$ cat config.mk
export PLATFORM = sky130hd
export DESIGN_NAME = alu_issue_ctrl
export DESIGN_NICKNAME = d
export VERILOG_FILES = /design/src/rtl/alu_issue_ctrl.sv
export SDC_FILE = /design/constraint.sdc
export NUM_CORES = 1
export LEC_CHECK = 0
export BUFFER_PORTS_ARGS = -buffer_cell sky130_fd_sc_hd__buf_2
export CAP_MARGIN = 40
export CORE_AREA = 2 2 143 145
export CTS_CLUSTER_DIAMETER = 150
export DETAILED_ROUTE_END_ITERATION = 7
export DIE_AREA = 0 0 145 147
export PLACE_DENSITY = 0.78
export SLEW_MARGIN = 20
export SYNTH_ARGS = -nofsm -noshare
export SYNTH_HDL_FRONTEND = slang
export SYNTH_SLANG_ARGS = --single-unit
$ cat constraint.sdc
create_clock -name clk -period 3.1 [get_ports clk]
set_clock_uncertainty 0.2 [all_clocks]
set_input_delay 0.31 -clock clk [delete_from_list [all_inputs] [get_ports clk]]
set_output_delay 0.31 -clock clk [all_outputs]
set_load 0.02 [all_outputs]
$ cat src/rtl/alu_issue_ctrl.sv
// Issue/collect controller in front of the Alu: buffers up to two operand packets, loads the
// Alu latch, waits a fixed settle time, and registers Z onto a valid/ready result port.
module alu_issue_ctrl #(
  parameter int unsigned WIDTH      = 32,
  parameter int unsigned INST_W     = 4,
  parameter int unsigned SETTLE_CYC = 2
) (
  input  logic              clk,
  input  logic              rst_n,
  input  logic              in_valid,
  output logic              in_ready,
  input  logic [WIDTH-1:0]  in_a,
  input  logic [WIDTH-1:0]  in_b,
  input  logic [INST_W-1:0] in_inst,
  input  logic              in_sel,
  output logic [WIDTH-1:0]  alu_a,
  output logic [WIDTH-1:0]  alu_b,
  output logic [INST_W-1:0] alu_inst,
  output logic              alu_sel,
  output logic              alu_en,
  input  logic [WIDTH-1:0]  alu_z,
  output logic              out_valid,
  input  logic              out_ready,
  output logic [WIDTH-1:0]  out_z,
  output logic [INST_W-1:0] out_inst,
  output logic              busy
);

  localparam int unsigned EntW = 2 * WIDTH + INST_W + 1;
  localparam logic [3:0] SettleInit = 4'(SETTLE_CYC - 1);

  typedef enum logic [1:0] {StIdle, StLoad, StSettle, StCapt} state_e;

  state_e            state_q;
  logic [EntW-1:0]   fifo_q [2];
  logic [1:0]        count_q;
  logic              rd_q;
  logic [3:0]        settle_q;

  logic              push;
  logic              pop;
  logic              cap_ok;
  logic              wr_idx;
  logic [EntW-1:0]   head;

  // Ready comes from the registered count only, so a full FIFO refuses even on a pop cycle.
  assign in_ready = (count_q != 2'd2);
  assign push     = in_valid & in_ready;
  assign cap_ok   = ~out_valid | out_ready;
  assign pop      = (count_q != 2'd0) &
                    ((state_q == StIdle) | ((state_q == StCapt) & cap_ok));
  assign wr_idx   = rd_q ^ count_q[0];
  assign head     = fifo_q[rd_q];
  assign busy     = (count_q != 2'd0) | (state_q != StIdle) | out_valid;

  always_ff @(posedge clk or negedge rst_n) begin
    if (!rst_n) begin
      state_q   <= StIdle;
      fifo_q[0] <= '0;
      fifo_q[1] <= '0;
      count_q   <= 2'd0;
      rd_q      <= 1'b0;
      settle_q  <= 4'd0;
      alu_a     <= '0;
      alu_b     <= '0;
      alu_inst  <= '0;
      alu_sel   <= 1'b0;
      alu_en    <= 1'b0;
      out_valid <= 1'b0;
      out_z     <= '0;
      out_inst  <= '0;
    end else begin
      if (push) begin
        fifo_q[wr_idx] <= {in_sel, in_inst, in_b, in_a};
      end
      count_q <= count_q + {1'b0, push} - {1'b0, pop};

      // Alu operands only move on LOAD entry; EN is a one-cycle pulse marking LOAD.
      if (pop) begin
        rd_q                               <= ~rd_q;
        {alu_sel, alu_inst, alu_b, alu_a}  <= head;
      end
      alu_en <= pop;

      if (out_valid && out_ready) begin
        out_valid <= 1'b0;
      end

      unique case (state_q)
        StIdle: begin
          if (pop) state_q <= StLoad;
        end
        StLoad: begin
          state_q  <= StSettle;
          settle_q <= SettleInit;
        end
        StSettle: begin
          if (settle_q == 4'd0) state_q <= StCapt;
          else                  settle_q <= settle_q - 4'd1;
        end
        StCapt: begin
          // A capture on the same edge as a consume keeps out_valid set.
          if (cap_ok) begin
            out_z     <= alu_z;
            out_inst  <= alu_inst;
            out_valid <= 1'b1;
            state_q   <= pop ? StLoad : StIdle;
          end
        end
        default: state_q <= StIdle;
      endcase
    end
  end

endmodule
==> impl_summary.md, run 1 <==
Synth
The basic-gate share of the synthesized area counting and, or, nand and nor cells is 0.0120. The count of different cell masters after synthesis is 27. Counting every net in the synthesized netlist gives 767.

The share of the Yosys chip area taken by registers is 0.605. Averaged over all synthesized cells, the footprint is 16.1 µm². Yosys printed 0 warnings.

The portion of synthesized area spent on multiplexers is 0.337. The register bit count reported by yosys is 254. The cell area that synthesis handed to floorplanning was between 0.01 and 0.015 mm². Counting flops with a built-in enable in the synthesized netlist gives 0. The fraction of registers with async set/reset is 1.00. Of the total synthesized cell area, the portion taken by full adders, half adders and majority gates is 0.0107. In the synthesized netlist the dominant register cell turns out to be sky130_fd_sc_hd__dfrtp_1. The instance count of the mapped netlist is 653.

The share of the synthesized netlist area taken by xor and xnor gates is 0.00417. The combinational family with the most area after synthesis is multiplexers. The post-synthesis compound-gate area fraction is 0.00536.

Clock tree
The root buffer cell is sky130_fd_sc_hd__clkbuf_16. Clock tree synthesis inserted a total of 27 buffers. The clock edge transition at the registers on the reported setup and hold paths is 0.06 ns. At the later pin of the worst-skew pair, clock insertion delay measures 0.51 ns. In this run the deepest clock path goes through 3 buffers. TritonCTS built the clock tree.

CTS built an H-tree with a depth of 1. The post-CTS repair timing setup buffer count is 0. The number of clock sinks is 254.

Global route
In the global route stage, overall resource usage came out at 0.210. The initial antenna violation count was 0. The via count of the first global-routing pass is between 7000 and 8000. Summed over all layers, the global routing overflow is 0.

The first global-routing pass estimated 36.8 mm of wire. The pin count of the biggest net entering global routing is approximately 80.

Detailed routing
After the first detailed-routing iteration, the DRC count stood at 173. The routed wirelength normalized by instance count is 17.1 µm. The total number of vias is 6451.

The average via count per standard cell is 5.10. The total routed wirelength is 21.6 mm. The number of detailed-route iterations in the first pass is 4. The number of remaining DRC errors is 0. The count of nets left with antenna violations once routing finished came out at 0.

Final layout
After the last flow step, the layout net total stands at 1091. The proportion of layout cells with a drive suffix above 1 is 0.576. The fill cell total of the finished layout is 1352.

The number of diodes added for antenna fixing is 0. The library cells used most frequently in the layout, excluding fill and tap cells, are sky130_fd_sc_hd__mux2_2, sky130_fd_sc_hd__dfrtp_1, sky130_fd_sc_hd__buf_2, sky130_fd_sc_hd__dlygate4sd3_1, sky130_fd_sc_hd__clkbuf_16. In the final layout, the multi-input gates occupy 0.00389 mm². Relative to the synthesized area, the layout overhead comes to 30.7%. Leaving out fill and tap cells, the most frequent cell in the layout is sky130_fd_sc_hd__mux2_2. Registers take approximately 0.0064 mm².

Worst setup path
STA classifies the critical path startpoint as a register. The critical path launch point is state_q[0]$_DFFE_PN0P_. The worst setup path is captured at a register. The critical path start-end classification is register to register. Counting cells, the worst reg-to-reg path comes to 5.

The required time of the critical path is between 3 and 4 ns. In this run the worst setup path terminates at alu_b[16]$_DFFE_PN0P_. The startpoint identified for the worst register-to-register timing path is state_q[0]$_DFFE_PN0P_.

For the worst setup path, the data arrival time is 2.41 ns. The setup slack of the worst register-to-register path is 0.88 ns. Of all nets on the critical path, the largest fanout is 37. The worst register-to-register path ends at alu_b[16]$_DFFE_PN0P_.

Power and ir drop
The share of total power consumed by net switching is 0.333. The analysis attributes to net switching a power of 0.00530 W. Summed over all cells, the static leakage comes to about 6.3 nW.

The design internal power is around 0.011 W. The worst-case IR drop observed on VDD is roughly 0.00068 V. The power density of the placed cells is 1160 mW/mm². The fraction of power consumed by the clock network is 0.195.

The total power is 0.0159 W. The part of the total power dissipated in sequential elements is 0.374. The share of total power dissipated in combinational logic is 0.431.

Hold path
The class of the tightest hold or removal check is primary input to asynchronous set/reset pin.

Place
The congestion estimate from routability-driven global placement came to 0.715. The number of input and output port buffers inserted is 213. The wire-length estimate of the detail-placed layout is 12.8 mm.

Status
The flow ran to the end, and the final reports show no timing, DRC or antenna violations.

STA
Of the available clock period, the critical path in the final layout requires 0.717. The highest achievable clock rate is 0.450 GHz. The hold violation count in the final report is 0. The worst slew margin relative to its limit is 0.593. Setup violations remaining at the end of the flow were counted as 0.

The slew at the pin closest to its max-slew limit is 0.611 ns. Setup repair after global routing left no endpoint under its margin. The shortest period the worst path allows is about 2.2 ns. The final number of max-transition violations is 0. In the final timing run, aggregate negative setup slack is 0 ns.

Flow run
The number of violations of the max-capacitance limit is 0.

Floorplan
The standard cell core area is 0.0198 mm². The area of the die is ~0.021 mm². The die is 147 µm tall.

The number of cell rows is 52. Measured along the x axis, the die boundary spans 145 µm. The initial cell density of the core is 0.530. 214 I/O pins were placed.
## cell usage after synthesis, types with 2 or more instances
cell type	instances	area [µm²]
sky130_fd_sc_hd__buf_4	10	75.1
sky130_fd_sc_hd__nor2_1	5	18.8
sky130_fd_sc_hd__nand2b_1	3	18.8
sky130_fd_sc_hd__nand2_1	7	26.3
sky130_fd_sc_hd__nand2_2	2	12.5
sky130_fd_sc_hd__xnor2_1	3	26.3
sky130_fd_sc_hd__xor2_1	2	17.5
sky130_fd_sc_hd__buf_2	5	25.0
sky130_fd_sc_hd__o21ai_0	2	10.0
sky130_fd_sc_hd__mux2_2	303	3410
sky130_fd_sc_hd__nand3_1	2	10.0
sky130_fd_sc_hd__nor2b_1	2	12.5
sky130_fd_sc_hd__dfrtp_1	254	6360
sky130_fd_sc_hd__mux2_1	11	124
sky130_fd_sc_hd__ha_1	9	113
sky130_fd_sc_hd__buf_6	11	124
sky130_fd_sc_hd__clkbuf_1	7	26.3
sky130_fd_sc_hd__inv_1	6	22.5
## critical path: stages, from the launching register on
cell and delay [ns]:
sky130_fd_sc_hd__dfrtp_1 0.41, sky130_fd_sc_hd__ha_1 0.26, sky130_fd_sc_hd__and2_1 0.19, sky130_fd_sc_hd__o22ai_4 0.13
sky130_fd_sc_hd__buf_4 0.49, sky130_fd_sc_hd__mux2_2 0.41
## cell type report
| cell class | instances | area share |
|---|---|---|
| Clock inverter | 11 | 0.00947 |
| Sequential cell | 254 | 0.463 |
| Timing Repair Buffer | 328 | 0.165 |
| Clock buffer | 35 | 0.0528 |
| Tap cell | 270 | 0.0246 |
| Multi-Input combinational cell | 360 | 0.283 |
| Inverter | 6 | 0.00164 |
## cell families (layout without fill, tap and decap cells)
kind of cell | after synthesis | count (layout)
buf+inv | 39 | 380
fa+ha+maj | 9 | 9
mux | 315 | 315
flops | 254 | 254
simple gates | 25 | 25
compound gates | 6 | 6
xor+xnor | 5 | 5
## power by group through the flow
| stage | sequential (W) | combinational, W | clock, W |
|---|---|---|---|
| floorplan | 0.00666 | 0.00440 | 0 |
| global placement | 0.00590 | 0.00666 | 0 |
| detailed placement | 0.00597 | 0.00680 | 0 |
| CTS | 0.00593 | 0.00693 | 0.00319 |
| global route | 0.00618 | 0.00742 | 0.00334 |
| finish | 0.00595 | 0.00686 | 0.00311 |
## registers in the layout (all words and copies together) (netlist names)
| register | flops |
|---|---|
| fifo_q | 138 |
| alu_a | 32 |
| alu_b | 32 |
| out_z | 32 |
| alu_inst | 4 |
| out_inst | 4 |
| settle_q | 4 |
| count_q | 2 |
| state_q | 2 |
| alu_en | 1 |
| alu_sel | 1 |
| out_valid | 1 |
| rd_q | 1 |
## metrics by stage
step           utilization  instance area (µm²)  instances  setup slack [ns]  hold WS [ns]
2_1_floorplan            -                10500        653             0.650        -0.186
3_3_place_gp         0.597                11900       1115             0.941         0.139
3_5_place_dp         0.597                11900       1115             0.883         0.133
4_1_cts              0.693                13700       1264             0.866         0.177
5_1_grt              0.693                13700       1264             0.750         0.215
6_report             0.693                13700       1264             0.876         0.165
## metal layers
metal  global-route usage  up-vias  wire length, µm
li1                     -     2984                -
met3               0.0460       31             1170
met1                0.266     3277             9130
met5                    0        -                0
met4               0.0490        0              369
met2                0.372      159            11000
## repair_timing
| item | in CTS | in global routing |
|---|---|---|
| endpoints found under the hold margin | 244 | 0 |
| hold buffers | 103 | 0 |
| gates resized for setup | 0 | 0 |
## worst min-delay path by stage
stage / from / end / cells after the start / slack (ns)
2_1_floorplan: rst_n / alu_a[0]$_DFFE_PN0P_ / 0 / -0.19
3_5_place_dp: rst_n / fifo_q[27]$_DFFE_PN0P_ / 1 / 0.13
3_3_place_gp: rst_n / fifo_q[27]$_DFFE_PN0P_ / 1 / 0.14
6_report: rst_n / fifo_q[27]$_DFFE_PN0P_ / 2 / 0.17
4_1_cts: in_valid / count_q[1]$_DFF_PN0_ / 5 / 0.18
5_1_grt: in_valid / count_q[1]$_DFF_PN0_ / 5 / 0.22
Note: power is estimated with default switching activity, not from simulation.
==> run 2: changes to the inputs <==
--- a/config.mk
+++ b/config.mk
@@ -7,11 +7,11 @@
 export LEC_CHECK = 0
 export BUFFER_PORTS_ARGS = -buffer_cell sky130_fd_sc_hd__buf_2
 export CAP_MARGIN = 40
-export CORE_AREA = 2 2 143 145
+export CORE_AREA = 2 2 149 151
 export CTS_CLUSTER_DIAMETER = 150
 export DETAILED_ROUTE_END_ITERATION = 7
-export DIE_AREA = 0 0 145 147
-export PLACE_DENSITY = 0.78
+export DIE_AREA = 0 0 151 153
+export PLACE_DENSITY = 0.75
 export SLEW_MARGIN = 20
 export SYNTH_ARGS = -nofsm -noshare
 export SYNTH_HDL_FRONTEND = slang
==> constraint.sdc (replaced) <==
create_clock -name clk -period 1.86 [get_ports clk]
set_clock_uncertainty 0.2 [all_clocks]
set_input_delay 0.186 -clock clk [delete_from_list [all_inputs] [get_ports clk]]
set_output_delay 0.186 -clock clk [all_outputs]
set_load 0.02 [all_outputs]
==> run 2 against run 1 <==
Net effect: the run now ends with negative setup slack left; non-clock buffer count increased by 47; count of clock-buffer cells in the layout is 9 higher; clock power up 79%; worst setup slack worse by 0.97 ns.
==> impl_summary.md, run 2 (same netlist as run 1, synthesis figures left out) <==
Status
The run finished, with violations left. The final reports fail on negative setup slack.

Floorplan
The number of cell rows was 54 (+3.8%). The die extent in x is 151 µm (+4.1%). The area of the die came to 0.0231 mm² (+8.4%). The I/O pin total was 214 (unchanged).

The standard cell core area is 0.0215 mm² (+8.3%). The initial cell density of the core came to 0.489 (-0.0405). The overall die height is 153 µm (+4.1%).

Clock tree
The clock edge transition at the registers on the reported setup and hold paths is 0.06 ns (about the same). The cell sitting at the root of the clock tree is a sky130_fd_sc_hd__clkbuf_16. The number of CTS-inserted buffers is 27 (unchanged). TritonCTS built the clock tree. The H-tree depth is 1 (unchanged). The number of clock sinks is 254 (unchanged). The clock latency on the worst-skew pair is 0.52 ns (about the same). The number of buffers between clock root and the deepest sink came to 3 (unchanged).

Final layout
The register with the most flip-flops in the final layout is fifo_q. The sequential standard cell area was 0.00636 mm² (about the same). In the layout the commonest cells are sky130_fd_sc_hd__mux2_2, sky130_fd_sc_hd__dfrtp_1, sky130_fd_sc_hd__buf_2, sky130_fd_sc_hd__dlygate4sd3_1, sky130_fd_sc_hd__mux2_4. The number of flip-flops under the largest register name is 138 (unchanged). The post-synthesis to final-layout area growth is 40.0%.

The area of combinational cells with multiple inputs is 0.00422 mm² (+8.4%). The fill cell total of the finished layout is 1455 (+7.6%). The proportion of layout cells with a drive suffix above 1 is 0.622 (+0.0452). The commonest non-fill, non-tap cell in the layout is sky130_fd_sc_hd__mux2_2. The number of diodes added for antenna fixing is 0 (unchanged). The number of nets at the end of the flow is 1138 (+4.3%). The count of placed standard cells in the final layout, fillers left out is 1324 (+4.7%).

Power and ir drop
The design internal power is 0.0201 W (+89%). The maximum vdd ir drop came to 0.00107 V (+57%). The power density of the placed cells was 2020 mW/mm² (+74%).

The part of the total power dissipated in sequential elements is 0.335 (-0.039). The share of power burned in combinational logic came to 0.478 (+0.047). The switching power total is 0.00963 W (+82%).

The share of total power consumed by net switching is 0.324 (-0.00877). The leakage dissipation is 6.92 nW (+9.7%). The fraction of power consumed by the clock network is 0.187 (-0.008).

Hold path
The tightest min-delay check is of the primary input to register type. The beginning of the worst hold path is alu_z[1].

Worst setup path
The largest stage delay on the critical path is 0.40 ns (-0.09 ns). The critical path launch point type is a register. The required time of the critical path was 2.06 ns (-1.23 ns). The maximum net fanout on the critical path is 3 (-92%).

The category of the worst setup path capture point is a register. The buffering stage count on the worst path with inverters included is 2 (+1). The critical path in this run is classified as register to register. Counting stages on the worst path, the most repeated cell is sky130_fd_sc_hd__ha_4.

The critical path launch point is state_q[0]$_DFFE_PN0P_. The data arrival time of the worst path is 2.15 ns (-0.26 ns). The startpoint of the lowest-slack register-to-register path is state_q[0]$_DFFE_PN0P_. The signal on the critical path passes through ha_2 > and2_4 > o22ai_4 > inv_4 > ha_4 > inv_2 > ha_4 > xnor2_2 > xnor2_1.

The cell with the largest stage delay on the worst path is sky130_fd_sc_hd__dfrtp_1. On the critical path the largest part of the delay comes from adder cells.

Detailed routing
The number of remaining DRC errors is 0 (unchanged). The total routed wirelength is 23.2 mm (+7.1%). In this run the top signal layer used is met4. The number of detailed-route iterations in the first pass is 4 (unchanged). The average via count per standard cell is 5.01 (-1.8%). The post-route antenna net violation count is 0 (unchanged). The met3 wirelength from detailed routing is 1.25 mm (+6.6%). The detailed-routed wire length on met2 is 11.7 mm (+6.5%).

The total number of vias is 6638 (+2.9%). The routed wirelength normalized by instance count is 17.5 µm (+2.3%). The length of routed wiring on met1 was 9.87 mm (+8.1%). The DRC violation total after the first TritonRoute iteration came to 265 (+53%).

STA
Setup repair after global routing could not meet its margin everywhere. The shortest period the worst path allows came to 1.95 ns (-0.274 ns). The slew at the pin closest to its max-slew limit came to 0.406 ns (-0.205 ns). The final setup violation count was 77 (+77). The hold violation count in the final report is 0 (unchanged). The worst slew margin relative to its limit is 0.729 (+0.137).

The highest achievable clock rate is 0.513 GHz (+14%). The fraction of the cycle the final worst path needs came to 1.05 (+0.331). The final number of max-transition violations was 0 (unchanged).

The minimum setup slack in the final design is -0.0896 ns (-0.966 ns).

Place
The number of input and output port buffers inserted came to 213 (unchanged). The worst setup slack before clock tree synthesis is -0.120 ns (-1.00 ns). The weighted congestion at the end of routability-driven global placement is 0.733 (+2.5%).

The half-perimeter wire length after placement is 14.8 mm (+16%). The number of instances in the placed design is 1164 (+4.4%).

Global route
The pin count of the biggest net entering global routing is 63 (-19%). The via count of the first global-routing pass is 7358 (+3.1%). The residual overflow from global routing is 0 (unchanged). The wire length of the first global-routing pass is 37.6 mm (+2.2%).

The initial antenna violation count was 0 (unchanged). The all-layer global routing usage is 0.202 (-0.00766).

Flow run
The number of violations of the max-capacitance limit came to 0 (unchanged).
run 2: cell types whose count changed in the layout (fill, tap and decap cells not counted), moves of 5 or more:
cell                       change
sky130_fd_sc_hd__mux2_1       -11
sky130_fd_sc_hd__buf_12        +9
sky130_fd_sc_hd__clkbuf_8      +7
sky130_fd_sc_hd__mux2_2       -50
sky130_fd_sc_hd__inv_1         -6
sky130_fd_sc_hd__inv_2         +5
sky130_fd_sc_hd__ha_1          -5
sky130_fd_sc_hd__buf_4        +30
sky130_fd_sc_hd__mux2_4       +61
sky130_fd_sc_hd__clkinv_2      -7
run 2: routing by layer:
| metal | up-vias | track usage |
|---|---|---|
| li1 | 3077 | - |
| met1 | 3366 | 0.257 |
| met2 | 164 | 0.355 |
| met3 | 31 | 0.0424 |
| met4 | 0 | 0.0476 |
| met5 | - | 0 |
run 2: power groups by stage:
stage	logic, W	registers, W	clock network, W
after floorplan	0.00852	0.0111	0
after global placement	0.0133	0.00990	0
after detailed placement	0.0136	0.00999	0
after CTS	0.0140	0.00995	0.00571
after global routing	0.0152	0.0103	0.00591
final	0.0142	0.00997	0.00556
run 2: path summary, 6_finish.rpt:
check | cells past startpoint | end | slack [ns]
setup / recovery | 9 | count_q[1]$_DFF_PN0_ | -0.09
hold / removal | 3 | out_z[1]$_DFFE_PN0P_ | 0.23
setup reg to reg | 9 | count_q[1]$_DFF_PN0_ | -0.09
hold reg to reg | 1 | out_z[1]$_DFFE_PN0P_ | 0.30
max in group asynchronous | 4 | count_q[0]$_DFF_PN0_ | 0.27
min in group asynchronous | 3 | alu_a[6]$_DFFE_PN0P_ | 0.51
run 2: cell type report:
type / instances / share of cell area
clock inverter: 5 / 0.00697
timing repair buffer: 375 / 0.192
clock buffer: 44 / 0.0563
multi-input combinational: 360 / 0.287
tap: 280 / 0.0238
sequential: 254 / 0.432
inverter: 6 / 0.00170
run 2: timing repair:
| item | in CTS | in global routing |
|---|---|---|
| resized for setup | 9 | 17 |
| pin swaps | 5 | 4 |
| setup endpoints to repair | 91 | 148 |
| gates cloned | 1 | 2 |
| setup buffers | 0 | 3 |
| hold buffers | 105 | 0 |
| hold endpoints to repair | 425 | 0 |
run 2: through the flow:
stage / TNS (ns) / hold slack [ns] / cell area, µm² / utilization / power, W
finish: -3.23 / 0.232 / 14700 / 0.685 / 0.0298
CTS: -5.34 / 0.210 / 14600 / 0.679 / 0.0296
global route: -11.38 / 0.238 / 14700 / 0.685 / 0.0315
detailed placement: -5.30 / -0.0737 / 12500 / 0.584 / 0.0236
global placement: -2.93 / -0.0802 / 12500 / 0.584 / 0.0232
floorplan: -8.48 / -0.310 / 10800 / - / 0.0197
run 2: worst register-to-register path: cells and delay by family (launching register included):
family | cells | cell delay (ns)
adders and majority gates | 3 | 0.61
DFF | 1 | 0.40
xor gates and xnor gates | 2 | 0.24
AOI/OAI and AO/OA | 1 | 0.16
and+or+nand+nor | 1 | 0.14
buffers and inverters | 2 | 0.10
==> run 3: changes to the inputs <==
--- a/config.mk
+++ b/config.mk
@@ -12,6 +12,7 @@
 export DETAILED_ROUTE_END_ITERATION = 7
 export DIE_AREA = 0 0 151 153
 export PLACE_DENSITY = 0.75
+export RECOVER_POWER = 100
 export SLEW_MARGIN = 20
 export SYNTH_ARGS = -nofsm -noshare
 export SYNTH_HDL_FRONTEND = slang
==> run 3 against run 2 <==
Net effect: the flow still finishes with violations (negative setup slack); sequential cell count unchanged; sequential share of layout area about the same; final cell count unchanged; largest cell class unchanged.
==> impl_summary.md, run 3 (same netlist as run 1, synthesis figures left out) <==
Status
The run finished, with violations left. The final reports fail on negative setup slack.

Global route
The via count of the first global-routing pass is 7358 (unchanged). The initial antenna violation count is 0 (unchanged). The pin count of the biggest net entering global routing was 63 (unchanged). The routing usage on met1 is 0.257 (unchanged).

The wire length of the first global-routing pass is 37.6 mm (unchanged). The residual overflow from global routing is 0 (unchanged). The global-route met2 utilization is 0.355 (unchanged).

The all-layer global routing usage is 0.202 (unchanged). The global-route track usage on met3 is 0.0424 (unchanged). The global routing stage identified its most utilized layer as met2.

Hold path
The class of the tightest hold or removal check is primary input to register.

Detailed routing
The total number of vias is 6636 (-0.030%). The total routed wirelength is 23.2 mm (about the same). The post-route antenna net violation count came to 0 (unchanged). The number of detailed-route iterations in the first pass is 4 (unchanged).

The average via count per standard cell is 5.01 (about the same). The DRC violation total after the first TritonRoute iteration is 264 (-0.38%). The number of remaining DRC errors is 0 (unchanged). The routed wirelength normalized by instance count was 17.5 µm (about the same).

Final layout
The number of nets at the end of the flow is 1138 (unchanged). In the layout the commonest cells are sky130_fd_sc_hd__mux2_2, sky130_fd_sc_hd__dfrtp_1, sky130_fd_sc_hd__buf_2, sky130_fd_sc_hd__dlygate4sd3_1, sky130_fd_sc_hd__mux2_4. Ranked by flip-flop count, first place goes to fifo_q. The final core area utilization is 0.685 (about the same). The count of placed standard cells in the final layout, fillers left out is 1324 (unchanged).

Leaving out fill and tap cells, the most frequent cell in the layout is sky130_fd_sc_hd__mux2_2. The post-synthesis to final-layout area growth was 39.9% (about the same). The number of flip-flops under the largest register name came to 138 (unchanged). The number of diodes added for antenna fixing is 0 (unchanged). The proportion of layout cells with a drive suffix above 1 is 0.621 (-0.000958).

STA
The worst hold slack is 0.232 ns (-0.000139 ns). The final number of max-transition violations came to 0 (unchanged). The slew at the pin closest to its max-slew limit was 0.727 ns (+0.321 ns). The shortest period the worst path allows was 1.95 ns (unchanged).

The minimum setup slack in the final design was -0.0896 ns (unchanged). The final setup violation count came to 77 (unchanged). The hold violation count in the final report was 0 (unchanged). The highest achievable clock rate was 0.513 GHz (unchanged).

The fraction of the cycle the final worst path needs was 1.05 (unchanged). Setup repair after global routing could not meet its margin everywhere. The worst slew margin relative to its limit came to 0.515 (-0.214).

Floorplan
The number of cell rows is 54 (unchanged). The overall die height is 153 µm (unchanged). The die extent in x came to 151 µm (unchanged). The I/O pin total is 214 (unchanged). The area of the die is 0.0231 mm² (unchanged). The standard cell core area is 0.0215 mm² (unchanged). The initial cell density of the core is 0.489 (unchanged).

Worst setup path
In this run the critical register-to-register path is launched from state_q[0]$_DFFE_PN0P_. In this run the critical register-to-register path is captured at count_q[1]$_DFF_PN0_. The worst setup path endpoint is count_q[1]$_DFF_PN0_. STA classifies the critical path endpoint as a register. The critical path starts at state_q[0]$_DFFE_PN0P_. The worst setup path is launched from a register.

The critical path start-end classification is register to register. The required time of the critical path was 2.06 ns (about the same). The setup slack of the worst register-to-register path was -0.09 ns (about the same). The length in cells of the worst reg-to-reg path is 9 (unchanged). The data arrival time of the worst path is 2.15 ns (about the same). The maximum net fanout on the critical path came to 3 (unchanged).

Place
The worst setup slack before clock tree synthesis is -0.120 ns (unchanged). The half-perimeter wire length after placement came to 14.8 mm (unchanged). The number of instances in the placed design is 1164 (unchanged). The number of input and output port buffers inserted came to 213 (unchanged). The weighted congestion at the end of routability-driven global placement is 0.733 (unchanged).

Power and ir drop
The share of total power consumed by net switching is 0.324 (about the same). The leakage dissipation is 6.91 nW (about the same). The part of the total power dissipated in sequential elements came to 0.335 (about the same).

The power density of the placed cells is 2020 mW/mm² (about the same). The maximum vdd ir drop came to 0.00107 V (unchanged). The switching power total is 0.00963 W (about the same). The fraction of power consumed by the clock network came to 0.187 (about the same). The share of power burned in combinational logic is 0.478 (about the same).

The design internal power was 0.0201 W (about the same).

Clock tree
The H-tree depth came to 1 (unchanged). The root buffer cell is sky130_fd_sc_hd__clkbuf_16. The number of buffers between clock root and the deepest sink came to 3 (unchanged). The number of CTS-inserted buffers came to 27 (unchanged). The clock edge transition at the registers on the reported setup and hold paths is 0.06 ns (about the same). The clock latency on the worst-skew pair is 0.52 ns (about the same).

The number of clock sinks was 254 (unchanged). TritonCTS built the clock tree.

Flow run
The number of violations of the max-capacitance limit is 0 (unchanged).
-- run 3: cell types whose count changed in the layout (fill, tap and decap cells not counted), sizes merged --
cell    change
clkbuf      +2
buf         -2
-- run 3: layer usage --
layer / vias to the layer above / part of all wire
met5: - / 0
met4: 0 / 0.016
met3: 31 / 0.054
met2: 164 / 0.50
met1: 3364 / 0.43
li1: 3077 / -
-- run 3: how the worst min path moves through the flow --
stage                            end  slack [ns]      start  cells past startpoint
5_1_grt         out_z[3]$_DFFE_PN0P_        0.24   alu_z[3]                      3
4_1_cts        out_z[26]$_DFFE_PN0P_        0.21  alu_z[26]                      3
6_report        out_z[1]$_DFFE_PN0P_        0.23   alu_z[1]                      3
3_3_place_gp    alu_a[6]$_DFFE_PN0P_       -0.08      rst_n                      1
3_5_place_dp    alu_a[6]$_DFFE_PN0P_       -0.07      rst_n                      1
2_1_floorplan   alu_a[0]$_DFFE_PN0P_       -0.31      rst_n                      0
-- run 3: final cells by class --
| class | count | area [µm²] |
|---|---|---|
| Clock buffer | 44 | 830 |
| Clock inverter | 5 | 103 |
| Fill cell | 1458 | 6770 |
| Inverter | 6 | 25.0 |
| Multi-Input combinational cell | 360 | 4220 |
| Sequential cell | 254 | 6360 |
| Tap cell | 280 | 350 |
| Timing Repair Buffer | 375 | 2820 |
-- run 3: critical path, cell delays in order (launching register included) --
cell,delay (ns)
sky130_fd_sc_hd__dfrtp_1,0.40
sky130_fd_sc_hd__ha_2,0.20
sky130_fd_sc_hd__and2_4,0.14
sky130_fd_sc_hd__o22ai_4,0.16
sky130_fd_sc_hd__inv_4,0.06
sky130_fd_sc_hd__ha_4,0.26
sky130_fd_sc_hd__inv_2,0.04
sky130_fd_sc_hd__ha_4,0.15
sky130_fd_sc_hd__xnor2_2,0.12
sky130_fd_sc_hd__xnor2_1,0.12
-- run 3: timing repair --
item / CTS / global route
hold buffers: 105 / 0
pin swaps: 5 / 4
buffers inserted: 0 / 3
gates resized for setup: 9 / 17
endpoints found under the hold margin: 425 / 0
cloned: 1 / 2
setup endpoints to repair: 91 / 148
-- run 3: metrics by stage --
step	instance area (µm²)	power, W	TNS (ns)
global route	14700	0.0315	-24.89
global placement	12500	0.0232	-2.93
CTS	14600	0.0296	-5.34
floorplan	10800	0.0197	-8.48
finish	14700	0.0297	-3.23
detailed placement	12500	0.0236	-5.30
-- run 3: power groups by stage --
stage                     sequential [W]  combinational, W  clock (W)
after floorplan                   0.0111           0.00852          0
after global placement           0.00990            0.0133          0
after detailed placement         0.00999            0.0136          0
after CTS                        0.00995            0.0140    0.00571
after global routing              0.0103            0.0152    0.00591
final                            0.00997            0.0142    0.00556
